[config.mk]
export PLATFORM = sky130hd
export DESIGN_NAME = fetch_stage_flat
export DESIGN_NICKNAME = d
export VERILOG_FILES = /design/src/rtl/fetch_stage_pkg.sv /design/src/rtl/fetch_stage_if.sv /design/src/rtl/fetch_stage_pc_next_sel.sv /design/src/rtl/fetch_stage.sv /design/src/flat_wrapper.sv
export SDC_FILE = /design/constraint.sdc
export NUM_CORES = 1
export LEC_CHECK = 0
export ABC_AREA = 1
export ABC_CLOCK_PERIOD_IN_PS = 5050
export BUFFER_PORTS_ARGS = -buffer_cell sky130_fd_sc_hd__buf_4
export CAP_MARGIN = 20
export CORE_MARGIN = 4
export CORE_UTILIZATION = 50
export DETAILED_ROUTE_END_ITERATION = 7
export PLACE_DENSITY = 0.79
export REMOVE_ABC_BUFFERS = 1
export SYNTH_ARGS = -nofsm -noshare
export SYNTH_HDL_FRONTEND = slang
export SYNTH_SLANG_ARGS = --single-unit
[constraint.sdc]
create_clock -name clk -period 5.05 [get_ports clk]
set_input_delay 1.01 -clock clk [delete_from_list [all_inputs] [get_ports clk]]
set_output_delay 1.01 -clock clk [all_outputs]
set_load 0.02 [all_outputs]
[src/rtl/fetch_stage_pkg.sv]
// Shared types and constants for the MIPS-lite instruction-fetch stage.
package fetch_stage_pkg;

  localparam int unsigned PcWidth = 32;
  localparam logic [31:0] NopWordDef = 32'h0000_0000;

  // Fetch controller states.
  typedef enum logic [1:0] {
    FsFetch = 2'd0,
    FsHold  = 2'd1,
    FsDrain = 2'd2
  } fetch_state_e;

  // Next-PC source select.
  typedef enum logic [1:0] {
    PcHold   = 2'd0,
    PcSeq    = 2'd1,
    PcTarget = 2'd2,
    PcBuf    = 2'd3
  } pc_sel_e;

  // Instruction addresses are word aligned; low bits of a target are dropped.
  function automatic logic [PcWidth-1:0] word_align(input logic [PcWidth-1:0] addr);
    return {addr[PcWidth-1:2], 2'b00};
  endfunction

endpackage

[src/rtl/fetch_stage_if.sv]
// Instruction-memory request/response bus between the fetch stage and imem.
interface fetch_stage_if;
  import fetch_stage_pkg::*;

  logic               imem_req;
  logic [PcWidth-1:0] imem_addr;
  logic               imem_rdy;
  logic [31:0]        imem_rdata;

  modport master (
    output imem_req,
    output imem_addr,
    input  imem_rdy,
    input  imem_rdata
  );

  modport slave (
    input  imem_req,
    input  imem_addr,
    output imem_rdy,
    output imem_rdata
  );

endinterface

[src/rtl/fetch_stage_pc_next_sel.sv]
// Combinational next-PC select: hold, sequential, redirect target or buffered target.
module fetch_stage_pc_next_sel
  import fetch_stage_pkg::*;
(
  input  pc_sel_e            sel,
  input  logic [PcWidth-1:0] pc,
  input  logic [PcWidth-1:0] target,
  input  logic [PcWidth-1:0] redir_buf,
  output logic [PcWidth-1:0] pc_next,
  output logic [PcWidth-1:0] pc_plus4
);

  // Select the PC source; the +4 wraps modulo 2^32.
  always_comb begin
    pc_plus4 = pc + PcWidth'(4);
    pc_next  = pc;
    unique case (sel)
      PcHold:   pc_next = pc;
      PcSeq:    pc_next = pc_plus4;
      PcTarget: pc_next = target;
      PcBuf:    pc_next = redir_buf;
      default:  pc_next = pc;
    endcase
  end

endmodule

[src/rtl/fetch_stage.sv]
// Instruction-fetch stage with IF/ID pipeline register, one-entry skid buffer and
// redirect drain. Build option DELAY_SLOT_EN keeps the word fetched in a redirect
// cycle (MIPS branch-delay slot) instead of squashing it.
module fetch_stage
  import fetch_stage_pkg::*;
#(
  parameter logic [PcWidth-1:0] RESET_PC = 32'h0000_3000,
  parameter logic [31:0]        NOP_WORD = NopWordDef
) (
  input  logic               clk,
  input  logic               rst_n,
  input  logic               stall,
  input  logic               br_taken,
  input  logic [PcWidth-1:0] br_target,
  input  logic               jmp,
  input  logic [PcWidth-1:0] jmp_target,
  fetch_stage_if.master      imem,
  output logic               id_valid,
  output logic [31:0]        id_instr,
  output logic [PcWidth-1:0] id_pc,
  output logic [PcWidth-1:0] id_pc4
);

  fetch_state_e       r_state;
  logic [PcWidth-1:0] r_pc;
  logic               r_req;
  logic [PcWidth-1:0] r_redir_buf;
  logic [31:0]        r_skid_instr;
  logic [PcWidth-1:0] r_skid_pc;
  logic               r_id_valid;
  logic [31:0]        r_id_instr;
  logic [PcWidth-1:0] r_id_pc;
  logic [PcWidth-1:0] r_id_pc4;

  logic               w_redirect;
  logic [PcWidth-1:0] w_target;
  logic               w_rdy;
  pc_sel_e            w_pc_sel;
  logic [PcWidth-1:0] w_pc_next;
  logic [PcWidth-1:0] w_pc_plus4;

  // A stalled decode cannot redirect; jump has priority over branch.
  assign w_redirect = (jmp | br_taken) & ~stall;
  assign w_target   = word_align(jmp ? jmp_target : br_target);
  // A response only counts while our request is actually on the bus.
  assign w_rdy      = imem.imem_rdy & r_req;

  assign imem.imem_req  = r_req;
  assign imem.imem_addr = r_pc;

  assign id_valid = r_id_valid;
  assign id_instr = r_id_instr;
  assign id_pc    = r_id_pc;
  assign id_pc4   = r_id_pc4;

  // Decide where the PC goes this cycle.
  always_comb begin
    w_pc_sel = PcHold;
    unique case (r_state)
      FsFetch: begin
        if (w_rdy) begin
          w_pc_sel = w_redirect ? PcTarget : PcSeq;
        end else if (w_redirect && !r_req) begin
          // No request in flight yet, so nothing needs draining.
          w_pc_sel = PcTarget;
        end
      end
      FsHold: begin
        if (w_redirect) w_pc_sel = PcTarget;
      end
      FsDrain: begin
        if (w_rdy) w_pc_sel = w_redirect ? PcTarget : PcBuf;
      end
      default: w_pc_sel = PcHold;
    endcase
  end

  fetch_stage_pc_next_sel u_pc_next_sel (
    .sel       (w_pc_sel),
    .pc        (r_pc),
    .target    (w_target),
    .redir_buf (r_redir_buf),
    .pc_next   (w_pc_next),
    .pc_plus4  (w_pc_plus4)
  );

  // Fetch FSM, skid buffer, PC and IF/ID register with registered imem_req.
  always_ff @(posedge clk or negedge rst_n) begin
    if (!rst_n) begin
      r_state      <= FsFetch;
      r_pc         <= RESET_PC;
      r_req        <= 1'b0;
      r_redir_buf  <= '0;
      r_skid_instr <= NOP_WORD;
      r_skid_pc    <= '0;
      r_id_valid   <= 1'b0;
      r_id_instr   <= NOP_WORD;
      r_id_pc      <= '0;
      r_id_pc4     <= '0;
    end else begin
      r_pc <= w_pc_next;
      unique case (r_state)
        FsFetch: begin
          r_req <= 1'b1;
          if (w_rdy && stall) begin
            r_skid_instr <= imem.imem_rdata;
            r_skid_pc    <= r_pc;
            r_state      <= FsHold;
            r_req        <= 1'b0;
          end else if (w_rdy) begin
`ifdef DELAY_SLOT_EN
            r_id_valid <= 1'b1;
            r_id_instr <= imem.imem_rdata;
            r_id_pc    <= r_pc;
            r_id_pc4   <= w_pc_plus4;
`else
            if (w_redirect) begin
              r_id_valid <= 1'b0;
              r_id_instr <= NOP_WORD;
            end else begin
              r_id_valid <= 1'b1;
              r_id_instr <= imem.imem_rdata;
              r_id_pc    <= r_pc;
              r_id_pc4   <= w_pc_plus4;
            end
`endif
          end else if (!stall) begin
            r_id_valid <= 1'b0;
            r_id_instr <= NOP_WORD;
            if (w_redirect && r_req) begin
              r_redir_buf <= w_target;
              r_state     <= FsDrain;
            end
          end
        end
        FsHold: begin
          if (!stall) begin
            r_state <= FsFetch;
            r_req   <= 1'b1;
`ifdef DELAY_SLOT_EN
            r_id_valid <= 1'b1;
            r_id_instr <= r_skid_instr;
            r_id_pc    <= r_skid_pc;
            r_id_pc4   <= r_skid_pc + PcWidth'(4);
`else
            if (w_redirect) begin
              r_id_valid <= 1'b0;
              r_id_instr <= NOP_WORD;
            end else begin
              r_id_valid <= 1'b1;
              r_id_instr <= r_skid_instr;
              r_id_pc    <= r_skid_pc;
              r_id_pc4   <= r_skid_pc + PcWidth'(4);
            end
`endif
          end
        end
        FsDrain: begin
          // Latest redirect wins while the old request is still outstanding.
          if (w_redirect) r_redir_buf <= w_target;
          if (w_rdy) begin
`ifdef DELAY_SLOT_EN
            if (stall) begin
              r_skid_instr <= imem.imem_rdata;
              r_skid_pc    <= r_pc;
              r_state      <= FsHold;
              r_req        <= 1'b0;
            end else begin
              r_id_valid <= 1'b1;
              r_id_instr <= imem.imem_rdata;
              r_id_pc    <= r_pc;
              r_id_pc4   <= w_pc_plus4;
              r_state    <= FsFetch;
            end
`else
            r_state <= FsFetch;
            if (!stall) begin
              r_id_valid <= 1'b0;
              r_id_instr <= NOP_WORD;
            end
`endif
          end
        end
        default: begin
          r_state <= FsFetch;
          r_req   <= 1'b1;
        end
      endcase
    end
  end

endmodule
[src/flat_wrapper.sv]
// flat-port wrapper written by rule: the top's interface ports become plain ports
module fetch_stage_flat import fetch_stage_pkg::*;
#(
  parameter logic [PcWidth-1:0] RESET_PC = 32'h0000_3000,
  parameter logic [31:0]        NOP_WORD = NopWordDef
)
  (clk, rst_n, stall, br_taken, br_target, jmp, jmp_target, id_valid, id_instr, id_pc, id_pc4, imem_imem_req, imem_imem_addr, imem_imem_rdy, imem_imem_rdata);
  fetch_stage_if imem_i ();
  input  logic clk;
  input  logic rst_n;
  input  logic stall;
  input  logic br_taken;
  input  logic [PcWidth-1:0] br_target;
  input  logic jmp;
  input  logic [PcWidth-1:0] jmp_target;
  output logic id_valid;
  output logic [31:0] id_instr;
  output logic [PcWidth-1:0] id_pc;
  output logic [PcWidth-1:0] id_pc4;
  output wire logic [$bits(imem_i.imem_req)-1:0] imem_imem_req;
  output wire logic [$bits(imem_i.imem_addr)-1:0] imem_imem_addr;
  input wire logic [$bits(imem_i.imem_rdy)-1:0] imem_imem_rdy;
  input wire logic [$bits(imem_i.imem_rdata)-1:0] imem_imem_rdata;
  assign imem_imem_req = imem_i.imem_req;
  assign imem_imem_addr = imem_i.imem_addr;
  assign imem_i.imem_rdy = imem_imem_rdy;
  assign imem_i.imem_rdata = imem_imem_rdata;
  fetch_stage #(.RESET_PC(RESET_PC), .NOP_WORD(NOP_WORD)) u_core (.clk(clk), .rst_n(rst_n), .stall(stall), .br_taken(br_taken), .br_target(br_target), .jmp(jmp), .jmp_target(jmp_target), .imem(imem_i), .id_valid(id_valid), .id_instr(id_instr), .id_pc(id_pc), .id_pc4(id_pc4));
endmodule
==> results of run 1 <==
==> layout make-up <==
cell class	instances	area [um2]	area share, %
clock inverters	5	27.5	0.186
inverters	123	462	3.12
flip-flops and latches	218	5460	36.8
repair buffers	235	1780	12.0
well taps	324	405	2.74
multi-input cells	1342	5960	40.3
clock buffers	38	714	4.82
==> kinds of logic after synthesis <==
| logic type | count (synthesis) | synth area share, % |
|---|---|---|
| flops | 218 | 44.4 |
| other cells | 1 | 0.0305 |
| simple gates | 1081 | 35.7 |
| compound gates | 239 | 11.2 |
| xor+xnor | 9 | 0.642 |
| fa+ha+maj | 7 | 0.713 |
| buf+inv | 220 | 7.28 |
==> stage by stage <==
step           utilization (%)  cell area, um2  setup slack [ns]  std cells
2_1_floorplan                -           11900             0.376       1683
3_3_place_gp              58.0           14100              1.47       2241
3_5_place_dp              58.0           14100              1.39       2242
4_1_cts                   61.1           14800              1.91       2285
5_1_grt                   61.1           14800              1.62       2285
6_report                  61.1           14800              1.87       2285
==> power breakdown <==
| group | total, W | internal [W] | switching [W] |
|---|---|---|---|
| Combinational | 0.00447 | 0.00156 | 0.00291 |
| Sequential | 0.00340 | 0.00257 | 0.000828 |
| Clock | 0.00166 | 0.000965 | 0.000693 |
==> synth_stat cells, drive strengths merged <==
library cell / n
a21oi: 23
a31oi: 34
a41oi: 12
buf: 43
clkbuf: 54
clkinv: 2
conb: 1
dfrtp: 216
dfstp: 2
ha: 7
inv: 121
nand2: 692
nand3: 168
nand3b: 3
nand4: 22
nor2: 194
nor3: 2
o211ai: 14
o21ai: 141
o21bai: 15
xnor2: 2
xor2: 7
==> path summary, 6_finish.rpt <==
check | end | slack [ns] | cells past startpoint
worst max-delay path | u_core.imem.imem_addr[30] | 1.87 | 11
worst min-delay path | u_core.r_skid_instr[20] | 0.47 | 2
worst max register to register | u_core.imem.imem_addr[30] | 1.89 | 12
worst min register to register | u_core.r_skid_instr[20] | 0.47 | 2
max in group asynchronous | u_core.id_instr[13] | 3.46 | 2
min in group asynchronous | u_core.id_pc4[28] | 0.61 | 1
==> sequential cells by signal, indices dropped and copies added, names as in the netlist <==
name and flops:
u_core.id_instr 32, u_core.r_skid_instr 32, u_core.id_pc4 30, u_core.id_pc 30, u_core.imem.imem_addr 30, u_core.r_redir_buf 30
u_core.r_skid_pc 30, u_core.r_state 2, u_core.id_valid 1, u_core.imem.imem_req 1
==> layer usage <==
metal / GRT usage [%] / vias to the layer above / part of all wire (%)
li1: - / 6045 / -
met1: 39.9 / 5759 / 43
met2: 42.9 / 594 / 46
met3: 3.37 / 80 / 8.6
met4: 7.79 / 0 / 2.9
met5: 0 / - / 0
==> worst max-delay path, stage by stage <==
cell and delay, ns:
buf_4 0.24, inv_1 0.14, o21ai_4 0.12, nand3_2 0.43, nor2_4 0.19, buf_4 0.35, inv_2 0.27, nand2_4 0.39
inv_2 0.24, nand2_1 0.11, nand4_1 0.08
==> qor.txt, run 1 <==
Final #Nets = 2,053
Hold Slack = 0.468 ns
Row count = 57
Most frequent cells in the layout = nand2_1, buf_4, dfrtp_1
Rel. slew slack = 32.8%
Post-CTS Resized = 0
DRC = 0
Final setup fails = 0
Ports = 232
Total grt overflow = 0
All-layer global routing usage = 27.3%
Post-DP HPWL = 26.3 mm
Clk buf depth = 3
Worst reg2reg path startpoint = u_core.r_state[0]
CTS Sinks = 218
Vias in the first global route = 11,500
Post-Synthesis Cells = 1,775
Yosys reg bits = 218
CORE AREA = 0.0242 mm2
WS Path Type = primary input to flop
CP Data Required Time = 5.44 ns
Root buffer cell = clkbuf_16
Max Slew Vio Count = 0
Crit path launch type = primary input
Pleak = 7.23 nW
Layout cells sized above 1 = 14.9%
Final GP Congestion = 0.999
Hold/Removal Path Class = flop to flop
Largest net degree at the start of global routing = 114
Cell variety after synth = 34
Unrepaired setup endpoints after global routing = no
HP Start = u_core.r_skid_instr[20]
Pwr Density = 644 mW/mm2
Area of the die = 0.0271 mm2
Max Cap Viol = 0
Hold Fails Final Rpt = 0
Period utilization = 63.1%
Drt initial violations = 1,395
Min Tclk post-route = 3.18 ns
Slew @ Worst Pin = 1.01 ns
Worst-Skew Late Latency = 0.52 ns
# diodes = 0
Peak VDD IR = 273 uV
Fill count = 2,235
Post-CTS setup buffers = 0
Drt pass-1 iters = 6
Top cells by area, synth = dfrtp_1, nand2_1, nand3_1
Top cell type's share of synthesized area = 44.0%
Commonest non-fill, non-tap cell in the layout = nand2_1
Routed Antenna Nets = 0
Die height = 165 um
H-tree depth = 1
Via/cell ratio = 5.46
Routed wire length = 37.4 mm
Routed len/inst = 16.3 um
Setup TNS = 0 ns
First-pass GRT wire length = 59.9 mm
Initial core utilization = 50.7%
CTS Hold Bufs = 0
Cell taking the most area after synthesis = dfrtp_1
IO buf count = 221
Num CTS Buffers = 24
Syn avg cell area = 6.92 um2
CP max FO = 36
Pwr Total = 0.00953 W
CP endpoint kind = flop
P&R area growth vs syn = 20.6%
Synth Cell Area = 0.0123 mm2
CP startpoint = stall
Sequential cell area fraction in the yosys report = 44.4%
Status = finished clean
Worst-path clk slew = 0.06 ns
Die width = 165 um
Fmax = 0.314 GHz
Layout Skew = 0.0209 ns
Critical Path AT = 3.58 ns
CTS tree = done
Ys Warns = 0
Initial antenna violation count = 0
Via count = 12,500
Power figures use the tool's default switching activity.
==> run 2, diff against run 1 <==
Settings changed: ABC_CLOCK_PERIOD_IN_PS 5050 to 2900, PLACE_DENSITY 0.79 to 0.82.
Clock period 5.05 ns to 2.9 ns, I/O delays scaled along.
==> run 2 against run 1 <==
  * The flow now finishes with violations (design-rule violations)
  * Via count up 1.8%
  * Global-route usage about the same
  * Non-clock buffer count up 9
  * Final area up 0.46%
  * Die area unchanged
  * Combinational power up 77%
  * Power up 76%
  * Register-to-register slack worse by 1.4 ns
  * First-iteration DRC count up 29%
  * Sequential power up 74%
  * Largest cell class unchanged
==> qor.txt, run 2 (synthesis results as in run 1) <==
Drt pass-1 iters = 8
Max Slew Vio Count = 0
Pwr Total = 0.0167 W
Initial core utilization = 50.7%
Pleak = 7.27 nW
CTS tree = done
Final #Nets = 2,061
Fill count = 2,162
Total grt overflow = 0
CTS Hold Bufs = 0
Status = finished, violations left
Worst-path clk slew = 0.06 ns
Worst-case reg-to-reg path depth = 12
Die width = 165 um
Hold/Removal Path Class = primary input to asynchronous set/reset pin
R2R Setup Slk = 0.51 ns
Worst-Skew Late Latency = 0.52 ns
Worst path slowest cell = dfrtp_1
Layout cells sized above 1 = 15.3%
Max Cap Viol = 0
Final instance area = 0.0149 mm2
IO buf count = 221
Failing checks = design-rule violations
CP delay by family, top = buffers and inverters
Final WS setup = 0.512 ns
First-pass GRT wire length = 60.2 mm
Vias in the first global route = 11,800
Worst Path Buf+Inv = 5
Routed wire length = 37.8 mm
Row count = 57
Hold Fails Final Rpt = 0
Most frequent cells in the layout = nand2_1, buf_4, dfrtp_1
DRC = 8
Fmax = 0.419 GHz
All-layer global routing usage = 27.3%
Slew @ Worst Pin = 0.819 ns
CTS Sinks = 218
Initial antenna violation count = 0
Pwr Density = 1120 mW/mm2
Rel. slew slack = 45.3%
CORE AREA = 0.0242 mm2
Routed len/inst = 16.5 um
Final setup fails = 0
Final GP Congestion = 1.04
Root buffer cell = clkbuf_16
Ports = 232
Die height = 165 um
Critical Path AT = 2.80 ns
Unrepaired setup endpoints after global routing = no
Crit path largest cell delay = 0.41 ns
Post-CTS setup buffers = 0
Period utilization = 82.3%
CP endpoint kind = flop
Num CTS Buffers = 23
Drt initial violations = 1,802
Crit path cell chain = inv_1, ha_1, inv_1, nand2_1, nand3_2, nor2_4, inv_2, nand2_4, inv_2, nand2_1, nand2_1, inv_1
Routed Antenna Nets = 0
Crit path depth = 12
Post-CTS Resized = 0
CP Data Required Time = 3.31 ns
Post-DP HPWL = 26.8 mm
Min Tclk post-route = 2.39 ns
Post-Place Worst Slack = 0.486 ns
Via count = 12,700
Peak VDD IR = 480 uV
Setup TNS = 0 ns
Area of the die = 0.0271 mm2
Worst reg2reg path startpoint = u_core.r_state[0]
CP max FO = 23
P&R area growth vs syn = 21.1%
Worst R2R End = u_core.imem.imem_addr[2]
DP Area = 0.0142 mm2
Largest net degree at the start of global routing = 69
Clk buf depth = 3
WS Path Type = flop to flop
Crit path launch type = flop
# diodes = 0
Layout Skew = 0.0147 ns
Via/cell ratio = 5.54
H-tree depth = 1
Commonest non-fill, non-tap cell in the layout = nand2_1
run 2: changes by cell type in the layout (fill, tap and decap cells not counted), sizes merged:
cell / previous run / this run
clkinvlp: 1 / 0
clkbuf: 39 / 35
buf: 234 / 243
clkinv: 6 / 7
bufinv: 0 / 2
inv: 121 / 122
run 2: layout make-up:
type | count | area (um2) | share of cell area [%]
timing repair buffer | 244 | 1860 | 12.5
tap | 324 | 405 | 2.72
clock buffer | 34 | 637 | 4.28
clock inverter | 8 | 93.8 | 0.631
sequential | 218 | 5460 | 36.7
multi-input combinational | 1342 | 5960 | 40.1
inverter | 123 | 462 | 3.10
run 2: through the flow:
step / cells / utilization, % / hold WS, ns
after floorplan: 1683 / - / 0.284
after global placement: 2251 / 58.4 / 0.455
after detailed placement: 2251 / 58.4 / 0.461
after CTS: 2293 / 61.4 / 0.0558
after global routing: 2293 / 61.4 / 0.0644
final: 2293 / 61.4 / 0.0250
run 2: how the worst max path moves through the flow:
stage | from | slack, ns | endpoint
finish | u_core.r_state[0] | 0.51 | u_core.imem.imem_addr[2]
global route | u_core.r_state[0] | 0.30 | u_core.imem.imem_addr[4]
CTS | u_core.r_state[0] | 0.56 | u_core.imem.imem_addr[2]
detailed placement | stall | 0.49 | u_core.r_skid_pc[8]
global placement | stall | 0.52 | u_core.r_skid_pc[3]
floorplan | u_core.r_state[0] | -1.42 | u_core.id_pc4[13]
run 2: where the power goes:
group,leakage (nW),switching [W],internal (W)
Combinational,4.24,0.00513,0.00277
Clock,0.361,0.00122,0.00170
Sequential,2.67,0.00143,0.00448
run 2: layer usage:
metal  part of all wire, %  track usage, %
met4                   4.7            12.3
met5                     0               0
met3                   8.2            3.17
met1                    42            38.8
met2                    45            42.0
run 2: worst register-to-register path: cells and delay by family, from the launching register on:
family                     cells  cell delay [ns]
buffers and inverters          5             0.92
and+or+nand+nor                6             0.68
DFF                            1             0.41
adders and majority gates      1             0.25
